### config.mk
export PLATFORM = sky130hd
export DESIGN_NAME = answers_poller
export DESIGN_NICKNAME = d
export VERILOG_FILES = /design/src/rtl/answers_poller.sv
export SDC_FILE = /design/constraint.sdc
export NUM_CORES = 1
export LEC_CHECK = 0
export ABC_CLOCK_PERIOD_IN_PS = 2400
export CAP_MARGIN = 20
export CORE_MARGIN = 2
export CORE_UTILIZATION = 55
export CTS_BUF_LIST = sky130_fd_sc_hd__clkbuf_8
export DETAILED_ROUTE_END_ITERATION = 10
export GPL_ROUTABILITY_DRIVEN = 0
export PLACE_DENSITY = 0.79
export SYNTH_ARGS = -nofsm -noshare
export SYNTH_HDL_FRONTEND = slang
export SYNTH_SLANG_ARGS = --single-unit
### constraint.sdc
create_clock -name clk -period 2.4 [get_ports clk]
set_input_delay 0.36 -clock clk [delete_from_list [all_inputs] [get_ports clk]]
set_output_delay 0.36 -clock clk [all_outputs]
set_load 0.005 [all_outputs]
### src/rtl/answers_poller.sv
// answers_poller: initiator side of the answer-table interface.
// Sweeps addresses 0..N_WORDS-1 against a registered responder, captures each
// returned byte onto a valid/ready stream, checks the fixed data pattern and
// that the frame counter held in word 0 advances by one from frame to frame.
module answers_poller #(
  parameter int N_WORDS   = 18,
  parameter int DWELL     = 2,
  parameter int FRAME_GAP = 4,
  parameter int IDLE_ADDR = 31
) (
  input  logic       clk,
  input  logic       rst,
  input  logic       run,
  input  logic       clr_err,
  output logic [4:0] addr_o,
  input  logic [7:0] data_i,
  output logic [7:0] out_data,
  output logic [4:0] out_idx,
  output logic       out_valid,
  input  logic       out_ready,
  output logic       frame_done,
  output logic [7:0] frame_cnt,
  output logic       err_pat,
  output logic       err_seq,
  output logic       busy
);

  typedef enum logic [1:0] {IDLE, SETUP, PUSH, GAP} state_t;

  localparam logic [4:0] LAST_IDX   = 5'(N_WORDS - 1);
  localparam logic [4:0] IDLE_A     = 5'(IDLE_ADDR);
  localparam logic [7:0] DWELL_LAST = 8'(DWELL - 1);
  localparam logic [7:0] GAP_LAST   = 8'(FRAME_GAP - 1);

  state_t     state, state_nxt;
  logic [4:0] idx;
  logic [7:0] dwell_cnt;
  logic [7:0] gap_cnt;
  logic [7:0] pending;
  logic       first;

  logic sample_ev;
  logic hs;
  logic last_hs;
  logic gap_end;
  logic pat_bad;
  logic seq_bad;

  // Expected contents of word k (k >= 1): 10*k, wrapped to 8 bits.
  function automatic logic [7:0] pattern_of(input logic [4:0] k);
    logic [7:0] k8;
    k8 = {3'b000, k};
    return (k8 << 3) + (k8 << 1);
  endfunction

  // Sequence check: the new counter must be the previous one plus one, 255 -> 0 legal.
  function automatic logic seq_broken(input logic [7:0] prev, input logic [7:0] cur);
    return cur != (prev + 8'd1);
  endfunction

  assign sample_ev = (state == SETUP) && (dwell_cnt == DWELL_LAST);
  assign hs        = (state == PUSH) && out_valid && out_ready;
  assign last_hs   = hs && (idx == LAST_IDX);
  assign gap_end   = (state == GAP) && (gap_cnt == GAP_LAST);
  assign pat_bad   = sample_ev && (idx != 5'd0) && (data_i != pattern_of(idx));
  assign seq_bad   = last_hs && !first && seq_broken(frame_cnt, pending);

  // State register.
  always_ff @(posedge clk) begin
    if (rst) state <= IDLE;
    else     state <= state_nxt;
  end

  // Next-state logic; run is only consulted in IDLE and at the end of the gap.
  always_comb begin
    state_nxt = state;
    case (state)
      IDLE:    if (run) state_nxt = SETUP;
      SETUP:   if (sample_ev) state_nxt = PUSH;
      PUSH:    if (hs) state_nxt = (idx == LAST_IDX) ? GAP : SETUP;
      GAP:     if (gap_end) state_nxt = run ? SETUP : IDLE;
      default: state_nxt = IDLE;
    endcase
  end

  // Address and busy follow the state; addr stays on idx through the whole push.
  always_comb begin
    addr_o = IDLE_A;
    busy   = 1'b1;
    case (state)
      IDLE:        begin addr_o = IDLE_A; busy = 1'b0; end
      SETUP, PUSH: addr_o = idx;
      default:     addr_o = IDLE_A;
    endcase
  end

  // Counters, capture register, frame bookkeeping and sticky error flags.
  always_ff @(posedge clk) begin
    if (rst) begin
      idx        <= 5'd0;
      dwell_cnt  <= 8'd0;
      gap_cnt    <= 8'd0;
      out_data   <= 8'd0;
      out_idx    <= 5'd0;
      out_valid  <= 1'b0;
      frame_done <= 1'b0;
      frame_cnt  <= 8'd0;
      pending    <= 8'd0;
      first      <= 1'b1;
      err_pat    <= 1'b0;
      err_seq    <= 1'b0;
    end else begin
      frame_done <= last_hs;
      dwell_cnt  <= (state == SETUP && !sample_ev) ? dwell_cnt + 8'd1 : 8'd0;
      gap_cnt    <= (state == GAP && !gap_end) ? gap_cnt + 8'd1 : 8'd0;

      if (sample_ev) begin
        out_data  <= data_i;
        out_idx   <= idx;
        out_valid <= 1'b1;
        if (idx == 5'd0) pending <= data_i;
      end

      if (hs) begin
        out_valid <= 1'b0;
        idx       <= (idx == LAST_IDX) ? 5'd0 : idx + 5'd1;
      end

      if (last_hs) begin
        frame_cnt <= pending;
        first     <= 1'b0;
      end

      // A fresh error on the same edge as clr_err keeps the flag set.
      err_pat <= (err_pat & ~clr_err) | pat_bad;
      err_seq <= (err_seq & ~clr_err) | seq_bad;
    end
  end

endmodule

==> results summary <==
In the routed design, unresolved DRC markers number 0. At the worst endpoint, the arrival time is 1.82 ns. The clock net in this run drives a total of 57 sinks.

The core area came out at 4820 sq um. The power dissipated by switching net loads came out at 604 uW. The number of gates resized after CTS was 0. The worst vdd rail ir drop is 468 uV. The mean number of vias per cell is 5.27.

The remaining antenna violation count came out at 0. The clock tree skew after final layout came out at 0.00754 ns. The count of inserted antenna diode cells is 0. The later-pin clock latency in the skew report is 0.32 ns.

The first routing iteration left 164 violations. The total iterations of the first detailed-routing run came out at 4. Yosys printed 0 warnings.

The number of synthesized flops with an enable pin came out at 0. In this run the mean area of a mapped cell was 8.83 sq um. The proportion of power drawn by combinational gates is 20.9%. In the synthesized netlist the dominant register cell turns out to be dfxtp_1. The worst setup path is captured at a primary output. In this run the top signal layer used is met4. Sequential cells were found to cover 40.9% of the synthesized design area. The starting density of the core came out at 57.9%. The library cell used most frequently in the layout, excluding fill and tap cells, is dfxtp_1.

Total power for the finished layout comes to 2260 uW. The clock edge transition at the registers on the reported setup and hold paths came out at 0.06 ns. The routed length on met3 is 226 um. After routing, the total negative slack on setup checks comes to 0 ns. The proportion of power drawn by flip-flops and latches came out at 44.9%.

The flow ran to the end, and the final reports show no timing, DRC or antenna violations. The number of distinct library cells after synthesis is 44. The TritonCTS clock tree is done.

The H-tree depth came out at 3. The count of endpoints failing hold in the final timing report was 0. The layout net count came out at 390. Pin placement for this block handled 44 I/O pins. The relative slew slack is 69.8%. The wire length per cell after detailed routing is 13.4 um. The part of the power in the clock network is 34.1%. The highest attainable clock frequency came out at 0.459 GHz. The number of max-capacitance violations reported came out at 0. The top cell type's share of synthesized area is 40.9%.

The die area is 5660 sq um. The worst setup path is of the register to primary output kind. The net switching fraction of the power came out at 26.7%.

The analysis attributes to cell leakage a power of 0.00143 uW. The area growth from synthesis to layout is 23.7%. The via count of the first global-routing pass is 2,069. The total standard cell area after synthesis came out at 2790 sq um. The post-route met1 wirelength is 2720 um. In this run, placement finished with an instance count of 417. The initial antenna violation count came out at 0.

After clock tree synthesis, the flow added hold-fix buffers numbering 0. The utilization after layout is 71.7%. In the layout the commonest cells are dfxtp_1 (57), nor2_1 (50), clkdlybuf4s50_1 (43), nand2_1 (32), mux2i_1 (19). The number of storage elements in the synthesis netlist came out at 57. The clock buffer count from CTS came out at 9.

The post-layout instance count excluding filler cells is 433. The register area came out at 1140 sq um. The vertical extent of the die came out at 75.2 um. Entering global routing, the biggest net connects 38 pins. The first-pass GRT wire length came out at 9480 um. The number of setup buffers added after CTS is 0. The final-report setup violation count is 0. The fill cell total of the finished layout came out at 385. The global route total overflow came out at 0. The final routed wirelength across all metal layers came out at 5790 um.

The largest buffer count on any clock path came out at 2. The net count of the mapped netlist is 345. The number of port buffers is 43. The detailed-route via count came out at 2,282.

The internal power of the cells came out at 1660 uW. Setup repair after global routing left no endpoint under its margin. The detailed-routed wire length on met2 is 2760 um.

The floorplan step set the die width to 75.2 um. The class of the tightest hold or removal check is register to register. The aggregate global-route resource usage came out at 22.4%. The highest net fanout along the worst path came out at 6. The minimum period implied by the final worst setup slack came out at 2.18 ns. The startpoint type of the worst setup path is a register.

The most area-hungry cell type in the Yosys netlist is dfxtp_1. The required time at the worst-slack endpoint came out at 2.04 ns. The area used by multi-input combinational logic is 1560 sq um.

After synthesis, the share of flip-flops with an asynchronous set or reset is 0%. The tree is rooted in a clkbuf_8. Synthesis produced a netlist whose cell count is 316. The HPWL after detailed placement is 4200 um. The slew at the pin closest to its max-slew limit is 0.453 ns. The power density of the placed cells is 655 nW/um^2. After synthesis, the cell types taking the most area are dfxtp_1 (41%), mux2i_1 (6.8%), ha_1 (6.7%), nor2_1 (6.7%), xnor2_1 (5.3%). The max-slew violation total from the final report was 0. The share of layout cells above drive strength 1 is 6.56%. The floorplan has 25 rows. Dividing the final minimum period by the clock period gives 90.8%.
-- worst max-delay path, cell delays in order, from the launching register on --
cell and delay [ns]:
dfxtp_1 0.42, inv_1 0.11, ha_1 0.35, nand2b_1 0.11, clkdlybuf4s50_1 0.50
-- cells by family after synthesis --
kind of cell | after synthesis | synth area share [%]
buffers and inverters | 24 | 3.36
DFF | 57 | 40.9
and+or+nand+nor | 130 | 22.6
AOI/OAI and AO/OA | 39 | 9.15
xor gates and xnor gates | 31 | 9.73
muxes | 19 | 6.82
adders and majority gates | 16 | 7.44
-- registers in the layout, indices dropped and copies added (netlist names), 2 cells and up --
register,cells
gap_cnt,8
idx,5
frame_cnt,8
dwell_cnt,8
state,2
pending,8
out_idx,5
out_data,8
-- layout make-up --
class / count / area share (%)
well taps: 67 / 2.43
multi-input cells: 235 / 45.1
repair buffers: 46 / 13.1
clock buffers: 11 / 4.39
flip-flops and latches: 57 / 33.1
inverters: 12 / 1.30
clock inverters: 5 / 0.652
-- through the flow --
| stage | hold WS, ns | setup slack [ns] | cell area [sq um] |
|---|---|---|---|
| after floorplan | 0.413 | 0.506 | 2790 |
| after global placement | 0.426 | 0.416 | 3280 |
| after detailed placement | 0.441 | 0.331 | 3280 |
| after CTS | 0.455 | 0.196 | 3450 |
| after global routing | 0.477 | 0.126 | 3450 |
| final | 0.450 | 0.221 | 3450 |
-- power groups by stage --
stage / Combinational [uW] / Sequential (uW) / Clock, uW
floorplan: 261 / 1030 / 0
global placement: 470 / 1030 / 0
detailed placement: 472 / 1040 / 0
CTS: 477 / 1020 / 786
global route: 514 / 1020 / 830
finish: 473 / 1020 / 772
-- layer usage --
| metal | up-vias | GRT usage [%] |
|---|---|---|
| met4 | 0 | 7.99 |
| met5 | - | 0 |
| met1 | 1060 | 28.7 |
| met3 | 6 | 6.83 |
| met2 | 56 | 35.9 |
| li1 | 1160 | - |
-- synth_stat cells (2+ instances only) --
cell type,n
dfxtp_1,57
nor2_1,50
nand2_1,32
mux2i_1,19
xnor2_1,17
ha_1,15
a21oi_1,14
xor2_1,14
inv_1,12
clkbuf_1,10
nand3_1,9
and3_1,7
nand2b_1,7
nand4_1,5
nor3_1,5
o21ai_0,5
a31oi_1,4
a211oi_1,3
and2_1,3
nor4_1,3
or4_1,2
-- final timing paths --
kind	slack, ns	cells after the start	startpoint	to
setup / recovery	0.22	4	state[1]	addr_o[2]
setup reg to reg	0.32	6	dwell_cnt[0]	pending[2]
hold reg to reg	0.45	1	gap_cnt[0]	gap_cnt[0]
hold / removal	0.45	1	gap_cnt[0]	gap_cnt[0]
Note: power is estimated with default switching activity, not from simulation.
